--- src/rtl/cpu_pkg.sv ---
`default_nettype none
// ============================================================================
//  Module      : cpu_pkg
//  Description : Shared types and constants for the instruction fetch unit:
//                fetch FSM state encoding, default address width and
//                instruction width.
//  Revision    : 1.0 - initial release
// ============================================================================
package cpu_pkg;

    localparam int ADDR_W_DEFAULT = 8;
    localparam int INSTR_W        = 8;

    typedef enum logic [1:0] {
        IDLE  = 2'd0,
        FETCH = 2'd1,
        VALID = 2'd2
    } fetch_state_t;

endpackage : cpu_pkg
`default_nettype wire

--- src/rtl/pc_counter.sv ---
`default_nettype none
// ============================================================================
//  Module      : pc_counter
//  Description : Program counter register. Reset loads RST_PC, a load
//                (jump) takes priority over increment, and increment wraps
//                modulo 2^ADDR_W.
//  Revision    : 1.0 - initial release
// ============================================================================
module pc_counter
    import cpu_pkg::*;
#(
    parameter int                ADDR_W = ADDR_W_DEFAULT,
    parameter logic [ADDR_W-1:0] RST_PC = '0
) (
    input  logic              clk,
    input  logic              rst,
    input  logic              i_load,
    input  logic [ADDR_W-1:0] i_load_addr,
    input  logic              i_inc,
    output logic [ADDR_W-1:0] o_pc
);

    logic [ADDR_W-1:0] r_pc;

    // PC register: jump load wins over sequential increment; natural wrap.
    always_ff @(posedge clk or posedge rst) begin
        if (rst) begin
            r_pc <= RST_PC;
        end else if (i_load) begin
            r_pc <= i_load_addr;
        end else if (i_inc) begin
            r_pc <= r_pc + {{(ADDR_W-1){1'b0}}, 1'b1};
        end
    end

    assign o_pc = r_pc;

endmodule : pc_counter
`default_nettype wire

--- src/rtl/instr_fetch.sv ---
`default_nettype none
// ============================================================================
//  Module      : instr_fetch
//  Description : Instruction fetch unit. Three-state FSM (IDLE/FETCH/VALID)
//                issues a read at the PC, captures the returned byte into
//                the instruction register and hands it downstream with a
//                valid/ready handshake. Jumps have priority in every state
//                and discard any coincident memory data.
//                Optional build macro IFETCH_TIMEOUT_EN adds a FETCH
//                watchdog that raises a sticky fault after TIMEOUT cycles
//                without mem_ack; otherwise fault is tied low.
//  Revision    : 1.0 - initial release
// ============================================================================
module instr_fetch
    import cpu_pkg::*;
#(
    parameter int                ADDR_W  = ADDR_W_DEFAULT,
    parameter logic [ADDR_W-1:0] RST_PC  = '0,
    parameter int                TIMEOUT = 15
) (
    input  logic               clk,
    input  logic               rst,
    input  logic               en,
    input  logic               jmp_en,
    input  logic [ADDR_W-1:0]  jmp_addr,
    output logic               mem_req,
    output logic [ADDR_W-1:0]  mem_addr,
    input  logic               mem_ack,
    input  logic [INSTR_W-1:0] mem_rdata,
    output logic [INSTR_W-1:0] instr,
    output logic               instr_valid,
    input  logic               instr_ready,
    output logic [ADDR_W-1:0]  pc,
    output logic               fault
);

    fetch_state_t       r_state;
    fetch_state_t       w_state_nxt;
    logic [INSTR_W-1:0] r_instr;
    logic [ADDR_W-1:0]  w_pc;
    logic               w_pc_load;
    logic               w_pc_inc;
    logic               w_instr_load;
    logic               w_timeout_hit;
    logic               w_fault;

    pc_counter #(
        .ADDR_W (ADDR_W),
        .RST_PC (RST_PC)
    ) u_pc_counter (
        .clk         (clk),
        .rst         (rst),
        .i_load      (w_pc_load),
        .i_load_addr (jmp_addr),
        .i_inc       (w_pc_inc),
        .o_pc        (w_pc)
    );

    // FSM state register; reset aborts any fetch in progress immediately.
    always_ff @(posedge clk or posedge rst) begin
        if (rst) begin
            r_state <= IDLE;
        end else begin
            r_state <= w_state_nxt;
        end
    end

    // Next-state and control decode; a jump pre-empts everything else.
    always_comb begin
        w_state_nxt  = r_state;
        w_pc_load    = 1'b0;
        w_pc_inc     = 1'b0;
        w_instr_load = 1'b0;
        case (r_state)
            IDLE: begin
                if (jmp_en) begin
                    w_pc_load = 1'b1;
                end
                if (en) begin
                    w_state_nxt = FETCH;
                end
            end
            FETCH: begin
                // Request is held regardless of en until the ack arrives.
                if (jmp_en) begin
                    w_pc_load   = 1'b1;
                    w_state_nxt = en ? FETCH : IDLE;
                end else if (mem_ack) begin
                    w_instr_load = 1'b1;
                    w_pc_inc     = 1'b1;
                    w_state_nxt  = VALID;
                end else if (w_timeout_hit) begin
                    w_state_nxt = IDLE;
                end
            end
            VALID: begin
                // A handoff coincident with a jump is still consumed.
                if (jmp_en) begin
                    w_pc_load   = 1'b1;
                    w_state_nxt = en ? FETCH : IDLE;
                end else if (instr_ready) begin
                    w_state_nxt = en ? FETCH : IDLE;
                end
            end
            default: begin
                w_state_nxt = IDLE;
            end
        endcase
        // A latched fault parks the unit in IDLE until reset.
        if (w_fault) begin
            w_state_nxt = IDLE;
        end
    end

    // Instruction register: only updated by a non-jump acked fetch.
    always_ff @(posedge clk or posedge rst) begin
        if (rst) begin
            r_instr <= '0;
        end else if (w_instr_load) begin
            r_instr <= mem_rdata;
        end
    end

`ifdef IFETCH_TIMEOUT_EN
    localparam int C_TCNT_W = (TIMEOUT > 1) ? $clog2(TIMEOUT) : 1;

    logic [C_TCNT_W-1:0] r_tcnt;
    logic                r_fault;
    logic                w_fetch_stall;

    // A stalled FETCH cycle is one with neither an ack nor a jump.
    assign w_fetch_stall = (r_state == FETCH) && !mem_ack && !jmp_en;
    // The TIMEOUT-th consecutive stalled cycle trips the watchdog.
    assign w_timeout_hit = w_fetch_stall && (r_tcnt == C_TCNT_W'(TIMEOUT - 1));

    // Stall counter: clears on ack, jump, or any cycle outside FETCH.
    always_ff @(posedge clk or posedge rst) begin
        if (rst) begin
            r_tcnt <= '0;
        end else if (w_fetch_stall && !w_timeout_hit) begin
            r_tcnt <= r_tcnt + {{(C_TCNT_W-1){1'b0}}, 1'b1};
        end else begin
            r_tcnt <= '0;
        end
    end

    // Sticky fault flag, cleared only by reset.
    always_ff @(posedge clk or posedge rst) begin
        if (rst) begin
            r_fault <= 1'b0;
        end else if (w_timeout_hit) begin
            r_fault <= 1'b1;
        end
    end

    assign w_fault = r_fault;
`else
    // Without the watchdog FETCH waits indefinitely for mem_ack.
    assign w_timeout_hit = 1'b0;
    assign w_fault       = 1'b0;
`endif

    assign mem_req     = (r_state == FETCH);
    assign mem_addr    = w_pc;
    assign pc          = w_pc;
    assign instr       = r_instr;
    assign instr_valid = (r_state == VALID);
    assign fault       = w_fault;

endmodule : instr_fetch
`default_nettype wire

--- config.mk ---
export PLATFORM = sky130hd
export DESIGN_NAME = instr_fetch
export DESIGN_NICKNAME = d
export VERILOG_FILES = /design/src/rtl/cpu_pkg.sv /design/src/rtl/pc_counter.sv /design/src/rtl/instr_fetch.sv
export SDC_FILE = /design/constraint.sdc
export NUM_CORES = 1
export LEC_CHECK = 0
export CAP_MARGIN = 10
export CORE_MARGIN = 2
export CORE_UTILIZATION = 25
export DETAILED_ROUTE_END_ITERATION = 6
export PLACE_DENSITY = 0.6
export SYNTH_ARGS = -nofsm -noshare
export SYNTH_HDL_FRONTEND = slang
export SYNTH_SLANG_ARGS = --single-unit
--- constraint.sdc ---
create_clock -name clk -period 1.9 [get_ports clk]
set_input_delay 0.38 -clock clk [delete_from_list [all_inputs] [get_ports clk]]
set_output_delay 0.38 -clock clk [all_outputs]
set_load 0.02 [all_outputs]
==> impl_metrics.json, run 1 <==
{
  "r2r_start": "r_state[1]$_DFFE_PP0P_",
  "grt_util_met2_pct": 17.63,
  "synth_nets": 108,
  "seq_area_frac_synth_pct": 46.69,
  "drv_cap": 0,
  "synth_area_um2": 964.7,
  "dp_hpwl_mm": 1.699,
  "clock.fmax_ghz": 0.5683,
  "hold_class": "register to register",
  "die_x_um": 66.12,
  "wirelength_mm": 2.252,
  "worst_pin_slew_ns": 0.6883,
  "clock_path_buffers": 2,
  "outcome": "finished, final reports clean",
  "crit_start": "u_pc_counter.o_pc[2]$_DFFE_PP0P_",
  "fin_area_mm2": 0.001466,
  "port_buffers": 47,
  "ys_seq_elements": 18,
  "arrival_ns": 1.38,
  "busiest_layer": "met2",
  "drt-initial-drc-count": 18,
  "num_vias": 744,
  "clk_latency_ns": 0.25,
  "min_period_ns": 1.760,
  "r2r_cells": 5,
  "crit_cells": 1,
  "worstPathMaxFanout": 7,
  "cts_tree": "built",
  "cts_sinks": 18,
  "finalSetupViolations": 0,
  "gp_congestion": 0.6665,
  "ios": 49,
  "grt_max_degree": 19,
  "cts_setup_buffers": 0,
  "start_kind": "register",
  "n_antenna_cell": 0,
  "syn_inst": 85,
  "cp_slowest_cell": "clkdlybuf4s50_1",
  "grt_setup_unrepaired": "no",
  "firstDrtPassIters": 4,
  "start_util_pct": 26.15,
  "grt_pass1_vias": 785,
  "vias_per_cell": 4.276,
  "antenna_found_initial": 0,
  "cp_top_family": "buffers and inverters",
  "relSlewSlack_pct": 54.06,
  "instances_no_fill": 174,
  "vdd_drop_max_v": 0.0002436,
  "grt_usage_pct": 10.98,
  "htreeDepth": 1,
  "grt-ovfl-total": 0,
  "path_class": "register to output port",
  "cpPeakStageDelay_ns": 0.66,
  "dp_cells": 171,
  "hold_viol_final": 0,
  "multi_input_area_um2": 400.4,
  "cts_made_buffers": 3,
  "yosys_warnings": 0,
  "cp-end-kind": "output port",
  "placed_area_mm2": 0.001424,
  "dieHeight_um": 66.12,
  "detail-route-antenna-nets": 0,
  "synthArstFlopShare_pct": 100.0,
  "core-area_mm2": 0.003689,
  "syn2layout_area_growth_pct": 52.01,
  "cp_cell_sequence": "clkdlybuf4s50_1",
  "synth_ff_type": "dfrtp_1",
  "p_leak_nw": 0.6252,
  "cp-endpoint": "pc[2]",
  "finalMaxSlewViolations": 0,
  "worst_ep_required_time_ns": 1.52,
  "seqCellArea_um2": 450.4,
  "die_area_mm2": 0.004372,
  "p_per_area_mw_per_mm2": 916.6,
  "avgSynthCellArea_um2": 11.35,
  "grt_use_met3_pct": 2.726,
  "layout-drive-gt1-share_pct": 11.11,
  "tns_ns": 0,
  "clkTransAtPathRegs_ns": 0.06,
  "reg2reg_to": "u_pc_counter.o_pc[7]$_DFFE_PP0P_",
  "drc_errors": 0,
  "reg2reg_slack_ns": 0.50,
  "root_buffer": "clkbuf_8",
  "nFillCells": 381,
  "met1_usage_pct": 14.16,
  "min_period_over_period_pct": 92.61,
  "rows": 22,
  "power_mw": 1.344,
  "synth_edf_count": 0,
  "grt_pass1_wl_mm": 3.670,
  "finalClockSkew_ns": 0.001303,
  "yosysUniqueCellTypes": 25,
  "fin_nets": 151,
  "wl_per_cell_um": 12.94,
  "critical_path_buf_inv_count": 1
}
[stage by stage]
step           utilization, %  setup WS [ns]  hold WS [ns]
2_1_floorplan               -         0.5903        0.3186
3_3_place_gp            38.60         0.1566        0.4940
3_5_place_dp            38.60        0.09761        0.4913
4_1_cts                 39.69        0.01481        0.5127
5_1_grt                 39.76        0.06805        0.5339
6_report                39.76         0.1405        0.5115
[worst min path at each step]
stage,start,end,slack [ns],cells past startpoint
after global placement,instr[4]$_DFFE_PP0P_,instr[4]$_DFFE_PP0P_,0.49,1
after floorplan,rst,instr[0]$_DFFE_PP0P_,0.32,1
after detailed placement,instr[3]$_DFFE_PP0P_,instr[3]$_DFFE_PP0P_,0.49,1
final,instr[3]$_DFFE_PP0P_,instr[3]$_DFFE_PP0P_,0.51,1
after CTS,instr[3]$_DFFE_PP0P_,instr[3]$_DFFE_PP0P_,0.51,1
after global routing,instr[5]$_DFFE_PP0P_,instr[5]$_DFFE_PP0P_,0.53,1
[routing by layer]
layer  routed length [µm]  vias to the layer above
met5                    0                        -
met2                 1034                       30
met4                   25                        0
met3                  140                        3
met1                 1052                      351
li1                     -                      360
[sequential cells by signal, indices dropped and copies added, names as in the netlist]
| name | flops |
|---|---|
| instr | 8 |
| u_pc_counter.o_pc | 8 |
| r_state | 2 |
[what timing repair did]
item	in CTS	in global routing
setup endpoints to repair	1	1
resized for setup	1	1
hold buffers	0	0
[synth_stat cells (2+ instances only)]
master | n | area, µm²
mux2_4 | 8 | 120.1
inv_1 | 2 | 7.510
buf_4 | 10 | 75.07
xor2_1 | 6 | 52.55
nand3_1 | 3 | 15.01
nor2_1 | 2 | 7.510
nor2b_1 | 3 | 18.77
o21ai_1 | 8 | 40.04
dfrtp_1 | 18 | 450.4
nand4_1 | 2 | 12.51
nand2_1 | 9 | 33.78
[logic make-up after synthesis]
| family | synth area share, % |
|---|---|
| other cells | 0.3887 |
| mux | 13.49 |
| compound gates | 7.394 |
| fa+ha+maj | 1.297 |
| buf+inv | 11.80 |
| flops | 46.69 |
| simple gates | 12.58 |
| xor+xnor | 6.356 |
[cells in the final DEF, fill, tap and decap left out, types with 2 or more instances in the layout]
cell type	instances
dfrtp_1	18
nand4_1	2
clkdlybuf4s50_1	45
inv_1	2
buf_4	2
nand3_1	3
mux2_4	8
o21ai_1	8
xor2_1	6
nor2b_1	3
nor2_1	2
clkbuf_8	3
nand2_1	9
[final cells by class]
type	instances	area share, %
repair buffers	50	34.56
multi-input cells	53	27.30
flip-flops and latches	18	30.72
well taps	48	4.096
inverters	2	0.5119
clock buffers	3	2.816
[power breakdown]
| part | internal (mW) | switching (mW) | leakage, nW |
|---|---|---|---|
| sequential | 0.461 | 0.0666 | 0.217 |
| clock | 0.141 | 0.123 | 0.0216 |
| combinational | 0.311 | 0.242 | 0.387 |
| total | 0.913 | 0.431 | 0.625 |
Power figures use the tool's default switching activity.
==> run 2, diff against run 1 <==
Settings changed: SKIP_CTS_REPAIR_TIMING from default to 1.
==> impl_metrics.json, run 2 (synthesized netlist as in run 1, its figures left out) <==
{
  "die_x_um": 66.12,
  "grt_setup_unrepaired": "no",
  "vias_per_cell": 4.276,
  "layout_common_cells": "clkdlybuf4s50_1, dfrtp_1, nand2_1, o21ai_1, mux2_4",
  "dieHeight_um": 66.12,
  "vdd_drop_max_v": 0.0002437,
  "rows": 22,
  "crit_cells": 1,
  "root_buffer": "clkbuf_8",
  "relSlewSlack_pct": 54.06,
  "dp_cells": 171,
  "clkTransAtPathRegs_ns": 0.06,
  "wirelength_mm": 2.259,
  "cts_tree": "built",
  "grt-ovfl-total": 0,
  "drt-initial-drc-count": 18,
  "ios": 49,
  "grt_pass1_vias": 785,
  "grt_max_degree": 19,
  "clock.fmax_ghz": 0.5683,
  "r2r_cells": 5,
  "outcome": "finished, final reports clean",
  "cpPeakStageDelay_ns": 0.66,
  "critical_path_buf_inv_count": 1,
  "antenna_found_initial": 0,
  "syn2layout_area_growth_pct": 52.40,
  "gp_congestion": 0.6665,
  "die_area_mm2": 0.004372,
  "dp_hpwl_mm": 1.699,
  "layout-drive-gt1-share_pct": 11.11,
  "cp_top_family": "buffers and inverters",
  "wl_per_cell_um": 12.98,
  "firstDrtPassIters": 4,
  "start_util_pct": 26.15,
  "port_buffers": 47,
  "num_vias": 744,
  "htreeDepth": 1,
  "p_per_area_mw_per_mm2": 915.4,
  "finalMaxSlewViolations": 0,
  "start_kind": "register",
  "drv_cap": 0,
  "path_class": "register to output port",
  "min_period_ns": 1.760,
  "min_path_cells": 1,
  "p_leak_nw": 0.6337,
  "cts_made_buffers": 3,
  "worst_ep_required_time_ns": 1.52,
  "cts_sinks": 18,
  "layout_commonest_cell": "clkdlybuf4s50_1",
  "power.share.switching_pct": 32.04,
  "cp_slowest_cell": "clkdlybuf4s50_1",
  "p_clk_share_pct": 19.6,
  "worst_pin_slew_ns": 0.6883,
  "power_mw": 1.346,
  "n_antenna_cell": 0,
  "hold_viol_final": 0,
  "instances_no_fill": 174,
  "cp-end-kind": "output port",
  "detail-route-antenna-nets": 0,
  "grt_usage_pct": 10.98,
  "p_sw_mw": 0.4312,
  "clock_path_buffers": 2,
  "finalSetupViolations": 0,
  "drc_errors": 0,
  "grt_pass1_wl_mm": 3.670,
  "core-area_mm2": 0.003689,
  "arrival_ns": 1.38,
  "intPower_mw": 0.9146,
  "hold_class": "register to register",
  "cp_cell_sequence": "clkdlybuf4s50_1",
  "min_period_over_period_pct": 92.61,
  "seqPwrFrac_pct": 39.2,
  "worstPathMaxFanout": 7,
  "clk_latency_ns": 0.25,
  "p_comb_share_pct": 41.2,
  "finalClockSkew_ns": 0.001303,
  "fin_nets": 151,
  "finalCoreUtilization_pct": 39.86,
  "whs_ns": 0.5115
}
==> run 2: cell types whose count changed in the layout (fill, tap and decap cells not counted) <==
cell | previous run | this run
dlygate4sd2_1 | 1 | 0
dlymetal6s2s_1 | 1 | 2
==> run 2: final cells by class <==
cell class / count / area, µm²
inverters: 2 / 7.507
clock buffers: 3 / 41.29
fillers: 379 / 2218
well taps: 48 / 60.06
repair buffers: 50 / 510.5
flip-flops and latches: 18 / 450.4
multi-input cells: 53 / 400.4
==> run 2: per-layer routing <==
layer	vias up	GRT usage, %	part of all wire (%)
li1	360	-	-
met5	-	0	0
met2	30	17.63	46
met4	0	4.082	1.1
met3	3	2.726	6.2
met1	351	14.16	47
==> run 2: path summary, 6_finish.rpt <==
check / start / end / slack (ns)
max in group asynchronous: rst / instr[2]$_DFFE_PP0P_ / 0.93
min in group asynchronous: rst / instr[0]$_DFFE_PP0P_ / 0.53
setup reg to reg: r_state[1]$_DFFE_PP0P_ / u_pc_counter.o_pc[7]$_DFFE_PP0P_ / 0.50
hold / removal: instr[3]$_DFFE_PP0P_ / instr[3]$_DFFE_PP0P_ / 0.51
setup / recovery: u_pc_counter.o_pc[2]$_DFFE_PP0P_ / pc[2] / 0.14
hold reg to reg: instr[3]$_DFFE_PP0P_ / instr[3]$_DFFE_PP0P_ / 0.51
==> run 2: power by group through the flow <==
stage / clock [mW] / combinational [mW] / sequential [mW]
3_3_place_gp: 0 / 0.553 / 0.529
4_1_cts: 0.269 / 0.562 / 0.529
2_1_floorplan: 0 / 0.230 / 0.614
6_report: 0.263 / 0.555 / 0.528
5_1_grt: 0.285 / 0.590 / 0.540
3_5_place_dp: 0 / 0.557 / 0.537
==> run 2: through the flow <==
| step | instance area (µm²) | setup TNS [ns] | worst slack [ns] |
|---|---|---|---|
| 6_report | 1470 | 0 | 0.1405 |
| 5_1_grt | 1470 | 0 | 0.06805 |
| 4_1_cts | 1465 | -0.01070 | -0.01070 |
| 3_5_place_dp | 1424 | 0 | 0.09761 |
| 3_3_place_gp | 1424 | 0 | 0.1566 |
| 2_1_floorplan | 964.7 | 0 | 0.5903 |
==> run 3, diff against run 2 <==
Settings changed: REMOVE_ABC_BUFFERS from default to 1.
==> impl_metrics.json, run 3 (synthesized netlist as in run 1, its figures left out) <==
{
  "start_util_pct": 26.15,
  "syn2layout_area_growth_pct": 53.83,
  "grt_pass1_wl_mm": 3.443,
  "hold_viol_final": 0,
  "grt-ovfl-total": 0,
  "relSlewSlack_pct": 56.29,
  "vdd_drop_max_v": 0.0003671,
  "min_period_ns": 1.746,
  "ios": 49,
  "wirelength_mm": 2.059,
  "dieHeight_um": 66.12,
  "cp_top_family": "buffers and inverters",
  "layout_common_cells": "clkdlybuf4s50_1, dfrtp_1, nand2_1, o21ai_1, mux2_4",
  "worst_pin_slew_ns": 0.6550,
  "nFillCells": 385,
  "r2r_start": "r_state[1]$_DFFE_PP0P_",
  "die_area_mm2": 0.004372,
  "port_buffers": 47,
  "gp_congestion": 0.7312,
  "layout-drive-gt1-share_pct": 11.81,
  "finalSetupViolations": 0,
  "crit_cells": 1,
  "htreeDepth": 1,
  "drc_errors": 0,
  "cts_tree": "built",
  "worst_ep_required_time_ns": 1.52,
  "cts_sinks": 18,
  "clkTransAtPathRegs_ns": 0.06,
  "core-area_mm2": 0.003689,
  "tns_ns": 0,
  "clk_latency_ns": 0.25,
  "fin_nets": 151,
  "dp_hpwl_mm": 1.603,
  "cpPeakStageDelay_ns": 0.65,
  "min_period_over_period_pct": 91.90,
  "cp_cell_sequence": "clkdlybuf4s50_1",
  "firstDrtPassIters": 4,
  "hold_class": "register to register",
  "grt_max_degree": 19,
  "crit_start": "u_pc_counter.o_pc[2]$_DFFE_PP0P_",
  "grt_pass1_vias": 783,
  "reg2reg_slack_ns": 0.53,
  "die_x_um": 66.12,
  "cp_slowest_cell": "clkdlybuf4s50_1",
  "drt-initial-drc-count": 8,
  "hp-start": "instr[2]$_DFFE_PP0P_",
  "rows": 22,
  "num_vias": 739,
  "critical_path_buf_inv_count": 1,
  "p_per_area_mw_per_mm2": 930.8,
  "cp-endpoint": "pc[2]",
  "wl_per_cell_um": 11.77,
  "grt_setup_unrepaired": "no",
  "finalClockSkew_ns": 0.001084,
  "arrival_ns": 1.37,
  "outcome": "finished, final reports clean",
  "seqCellArea_um2": 450.4,
  "clock.fmax_ghz": 0.5727,
  "cp-end-kind": "output port",
  "drv_cap": 0,
  "path_class": "register to output port",
  "n_antenna_cell": 0,
  "p_leak_nw": 0.6408,
  "root_buffer": "clkbuf_8",
  "vias_per_cell": 4.223,
  "detail-route-antenna-nets": 0,
  "layout_commonest_cell": "clkdlybuf4s50_1",
  "finalMaxSlewViolations": 0,
  "clock_path_buffers": 2,
  "multi_input_area_um2": 400.4,
  "start_kind": "register",
  "grt_usage_pct": 10.23,
  "worstPathMaxFanout": 7,
  "antenna_found_initial": 0,
  "r2r_cells": 5,
  "cts_made_buffers": 3,
  "reg2reg_to": "u_pc_counter.o_pc[4]$_DFFE_PP0P_",
  "finalCoreUtilization_pct": 40.23
}
-- run 3: metal layers --
metal,track usage (%),up-vias,part of all wire [%]
li1,-,359,-
met1,12.37,347,42
met4,3.061,0,0.53
met2,16.63,31,50
met3,4.089,2,8.0
met5,0,-,0
-- run 3: metrics by stage --
step / area, µm² / instances / hold slack, ns / setup slack [ns] / power, mW
3_5_place_dp: 1424 / 171 / 0.5018 / 0.1060 / 1.091
3_3_place_gp: 1424 / 171 / 0.5010 / 0.1598 / 1.082
5_1_grt: 1484 / 175 / 0.5333 / 0.1058 / 1.457
2_1_floorplan: 858.3 / 73 / 0.3186 / 0.2681 / 0.8004
4_1_cts: 1479 / 175 / 0.5197 / -0.02129 / 1.404
6_report: 1484 / 175 / 0.5133 / 0.1540 / 1.381
-- run 3: final cells by class --
| class | instances | area share (%) |
|---|---|---|
| Timing Repair Buffer | 50 | 34.40 |
| Sequential cell | 18 | 30.35 |
| Multi-Input combinational cell | 53 | 26.98 |
| Tap cell | 48 | 4.047 |
| Clock buffer | 4 | 3.710 |
| Inverter | 2 | 0.5059 |
-- run 3: worst min-delay path by stage --
stage / end / depth (start not counted) / slack, ns
floorplan: instr[0]$_DFFE_PP0P_ / 1 / 0.32
global placement: instr[4]$_DFFE_PP0P_ / 1 / 0.50
detailed placement: instr[2]$_DFFE_PP0P_ / 1 / 0.50
CTS: instr[2]$_DFFE_PP0P_ / 1 / 0.52
global route: instr[1]$_DFFE_PP0P_ / 1 / 0.53
finish: instr[2]$_DFFE_PP0P_ / 1 / 0.51
-- run 3: where the power goes --
part           internal [mW]  switching [mW]  total (mW)
Clock                  0.184           0.121       0.305
Combinational          0.313           0.238       0.551
Sequential             0.461          0.0643       0.525
Total                  0.958           0.423        1.38
